--- src/rtl/tristate_seq.sv ---
// Half-duplex sequencer for the tristate port cell: MSB-first write on io[0], bus turnaround, optional MSB-first read.
// Latency: WIDTH+TURN+1 busy cycles after start (plus WIDTH when reading); done pulses in the last busy cycle.
// Backpressure: none; start is only honoured in IDLE, all outputs are registered state decodes.
module tristate_seq #(
  parameter int WIDTH = 8,
  parameter int TURN  = 2
) (
  input  logic             clk,
  input  logic             rst_n,
  input  logic             start,
  input  logic             rd_en,
  input  logic [WIDTH-1:0] wdata,
  input  logic [1:0]       tri_o,
  output logic             tri_en,
  output logic             tri_i,
  output logic             busy,
  output logic             done,
  output logic [WIDTH-1:0] rdata,
  output logic             err
);

  localparam int MAXC = (WIDTH > TURN) ? WIDTH : TURN;
  localparam int CW   = $clog2(MAXC);
  localparam logic [CW-1:0] LOAD_W = CW'(WIDTH - 1);
  localparam logic [CW-1:0] LOAD_T = CW'(TURN - 1);

  typedef enum logic [2:0] {
    S_IDLE,
    S_WRITE,
    S_TURN,
    S_READ,
    S_DONE
  } state_t;

  state_t           state;
  logic [CW-1:0]    cnt;
  logic [WIDTH-1:0] wsh;
  logic [WIDTH-1:0] rsh;
  logic             rd_q;

  // Only io[0] carries data; the io[1] readback is not needed by this sequencer.
  logic unused_io1;
  assign unused_io1 = tri_o[1];

  // Sequencer FSM; tri_i is preloaded with the next MSB so the driven bit is always a register.
  always_ff @(posedge clk or negedge rst_n) begin
    if (!rst_n) begin
      state  <= S_IDLE;
      cnt    <= '0;
      wsh    <= '0;
      rsh    <= '0;
      rd_q   <= 1'b0;
      tri_en <= 1'b0;
      tri_i  <= 1'b0;
      busy   <= 1'b0;
      done   <= 1'b0;
      rdata  <= '0;
      err    <= 1'b0;
    end else begin
      done <= 1'b0;
      case (state)
        S_IDLE: begin
          if (start) begin
            state  <= S_WRITE;
            wsh    <= wdata;
            rd_q   <= rd_en;
            err    <= 1'b0;
            cnt    <= LOAD_W;
            tri_en <= 1'b1;
            tri_i  <= wdata[WIDTH-1];
            busy   <= 1'b1;
          end
        end
        S_WRITE: begin
          // Loopback must match what we are driving, otherwise someone else is on the line.
          if (tri_o[0] != tri_i) begin
            err <= 1'b1;
          end
          wsh <= {wsh[WIDTH-2:0], 1'b0};
          if (cnt == '0) begin
            state  <= S_TURN;
            cnt    <= LOAD_T;
            tri_en <= 1'b0;
            // i must go low too, since the cell drives io[1] whenever i is high.
            tri_i  <= 1'b0;
          end else begin
            cnt   <= cnt - 1'b1;
            tri_i <= wsh[WIDTH-2];
          end
        end
        S_TURN: begin
          if (cnt == '0) begin
            if (rd_q) begin
              state <= S_READ;
              cnt   <= LOAD_W;
            end else begin
              state <= S_DONE;
              done  <= 1'b1;
            end
          end else begin
            cnt <= cnt - 1'b1;
          end
        end
        S_READ: begin
          rsh <= {rsh[WIDTH-2:0], tri_o[0]};
          if (cnt == '0) begin
            rdata <= {rsh[WIDTH-2:0], tri_o[0]};
            state <= S_DONE;
            done  <= 1'b1;
          end else begin
            cnt <= cnt - 1'b1;
          end
        end
        S_DONE: begin
          state <= S_IDLE;
          busy  <= 1'b0;
        end
        default: begin
          state  <= S_IDLE;
          tri_en <= 1'b0;
          tri_i  <= 1'b0;
          busy   <= 1'b0;
        end
      endcase
    end
  end

endmodule

--- config.mk ---
export PLATFORM = sky130hd
export DESIGN_NAME = tristate_seq
export DESIGN_NICKNAME = d
export VERILOG_FILES = /design/src/rtl/tristate_seq.sv
export SDC_FILE = /design/constraint.sdc
export NUM_CORES = 1
export LEC_CHECK = 0
export ABC_AREA = 1
export CAP_MARGIN = 5
export CORE_ASPECT_RATIO = 2
export CORE_MARGIN = 5
export CORE_UTILIZATION = 49
export CTS_BUF_LIST = sky130_fd_sc_hd__clkbuf_2 sky130_fd_sc_hd__clkbuf_4 sky130_fd_sc_hd__clkbuf_8
export DETAILED_ROUTE_END_ITERATION = 8
export GPL_TIMING_DRIVEN = 0
export PLACE_DENSITY = 0.8
export SYNTH_ARGS = -nofsm -noshare
export SYNTH_HDL_FRONTEND = slang
export SYNTH_SLANG_ARGS = --single-unit
--- constraint.sdc ---
create_clock -name clk -period 1.55 [get_ports clk]
set_input_delay 0.3875 -clock clk [delete_from_list [all_inputs] [get_ports clk]]
set_output_delay 0.3875 -clock clk [all_outputs]
set_load 0.01 [all_outputs]
==> results.md <==
- Status: finished clean
- Initial antenna violation count: 0
- Crit path kind: input pin to register
- Worst Tran Pin Value: 737 ps
- Antenna-violating nets left: 0
- First-pass GRT wire length: 5.96 mm
- Cell count after synthesis: 186
- Vias in the first global route: 1,385
- Max-slew violation count: 0
- Cell Area, Synth: 0.00158 mm²
- Die footprint: 0.00452 mm²
- Buffers plus inverters on the worst setup path: 2
- Startpoint types: input pin
- Fin crit share: 90.8%
- Critical Path RT: 1760 ps
- Placement Setup Slack: -156 ps
- Clk_skew: 5.01 ps
- Power, Total: 0.00395 W
- Critical path's largest stage delay: 580 ps
- Drt initial violations: 23
- DR vias: 1,311
- Post-Place Cells: 242
- Post-layout util: 62.8%
- TritonCTS clock tree: done
- Placer Congestion: 0.820
- Final net count: 236
- N_diodes: 0
- Starting density of the core: 49.9%
- GRT overflow: 0
- CTS root buf: clkbuf_8
- Peak VDD IR: 0.00112 V
- Largest net degree at the start of global routing: 35
- Clock-pin slew on the worst setup and hold paths: 70 ps
- P per Cell Area: 1990 mW/mm²
- Commonest non-fill, non-tap cell in the layout: nand2_1
- Drt total wl: 3.30 mm
- TritonCTS sink count: 34
- Leakage: 1.05 nW
- Hold Path Class: input pin to asynchronous set/reset pin
- DR vias/cell: 5.20
- CP cell instances: clkdlybuf4s50_1 > nand3_1 > nand2_4 > buf_6 > nor2_1 > a31oi_1
- Die Ht: 90.2 µm
- CTS Buf Count: 5
- Worst-skew pair later-pin latency: 290 ps
- Critical path capture point type: register
- Cell variety after synth: 19
- Critical Path AT: 1620 ps
- Largest delay share family, worst path: buffers and inverters
- Post-synth net total: 202
- Share of layout cells above drive strength 1: 14.0%
- Max-slew headroom: 50.9%
- Number of max-cap violations: 0
- Final setup TNS: 0 ps
- Sequential fraction of the synthesis area: 54.0%
- Clk buf depth: 2
- Dpl hpwl: 2.37 mm
- GRT Util Overall: 16.8%
- Critical path peak fanout: 10
- IO Port Bufs: 25
- Endpoints failing hold: 0
- Avg Cell Area, Syn: 8.47 µm²
- Final WS setup: 143 ps
- Setup violations, final: 0
- Synth-to-Final Area Change: 25.9%
- First-pass DRT Iterations: 5
- Tmin final: 1410 ps
- Post-Layout Cell Count: 252
- Num ports: 27
- Most frequent cells in the layout: 63 x nand2_1, 34 x dfrtp_1, 17 x nor2_1
- Crit-path slowest cell: clkdlybuf4s50_1
- Core area: 0.00316 mm²
- Fmax: 0.711 GHz
- Flops & latches, synth: 34
- Number of H-tree levels: 2
- Row cnt: 29
- Drt wl/cell: 13.1 µm
- Residual DRC: 0
- CTS Hold Bufs: 0
- Ys Warns: 0
- Die W: 50.1 µm
-- where the power goes --
part | internal, W | switching, W
combinational | 0.000633 | 0.00100
sequential | 0.00126 | 0.000240
clock | 0.000478 | 0.000342
-- flip-flops by register name, indices dropped and copies added, names as in the netlist --
| signal | flops |
|---|---|
| busy | 1 |
| cnt | 3 |
| done | 1 |
| err | 1 |
| rd_q | 1 |
| rdata | 8 |
| rsh | 7 |
| state | 3 |
| tri_en | 1 |
| tri_i | 1 |
| wsh | 7 |
-- what timing repair did --
item	CTS	global route
cloned	0	0
endpoints found under the setup margin	25	13
resized for setup	13	3
pin swaps	0	1
setup buffers	0	2
-- kinds of logic (layout without fill, tap and decap cells) --
logic type	Yosys count	count (layout)	synth area share [%]
simple gates	92	92	24.3
compound gates	34	34	13.0
flops	34	34	54.0
buf+inv	23	58	6.51
fa+ha+maj	2	2	1.59
xor+xnor	1	1	0.556
-- per-stage QoR --
stage / hold slack [ps] / cell area, µm²
after floorplan: 91.9 / 1580
after global placement: 456 / 1860
after detailed placement: 458 / 1860
after CTS: 180 / 1960
after global routing: 214 / 1980
final: 156 / 1980
-- per-layer routing --
layer	part of all wire, %	vias up	global-route usage, %
met2	58	26	30.5
met4	3.1	0	8.32
met5	0	-	0
li1	-	656	-
met1	35	621	16.6
met3	3.9	8	3.97
-- Yosys cell counts, drive strengths merged --
cell     n  area share [%]
nor2    19             5.0
nand3    8             2.9
o21ai   22             8.7
inv     20             4.8
xor2     1            0.56
buf      3             1.7
a21boi   1            0.48
ha       2             1.6
a21oi    6             1.9
dfrtp   34              54
nand2   65              16
a31oi    5             2.0
-- path summary, 6_finish.rpt --
path,to,start,slack (ps),depth (start not counted)
min,rdata[1],rst_n,160,1
max reg2reg,rdata[2],cnt[1],140,8
min in group clk,rdata[7],rdata[7],470,2
min reg2reg,rdata[7],rdata[7],470,2
max in group asynchronous,state[1],rst_n,920,1
max,wsh[6],start,140,6
-- layout make-up --
type                    count  area [µm²]
repair buffers             27         248
flip-flops and latches     34         851
multi-input cells         129         629
clock buffers               5        68.8
clock inverters             3        45.0
fillers                   263        1170
well taps                  31        38.8
inverters                  20        75.1
plain buffers               3        27.5
Note: power is estimated with default switching activity, not from simulation.
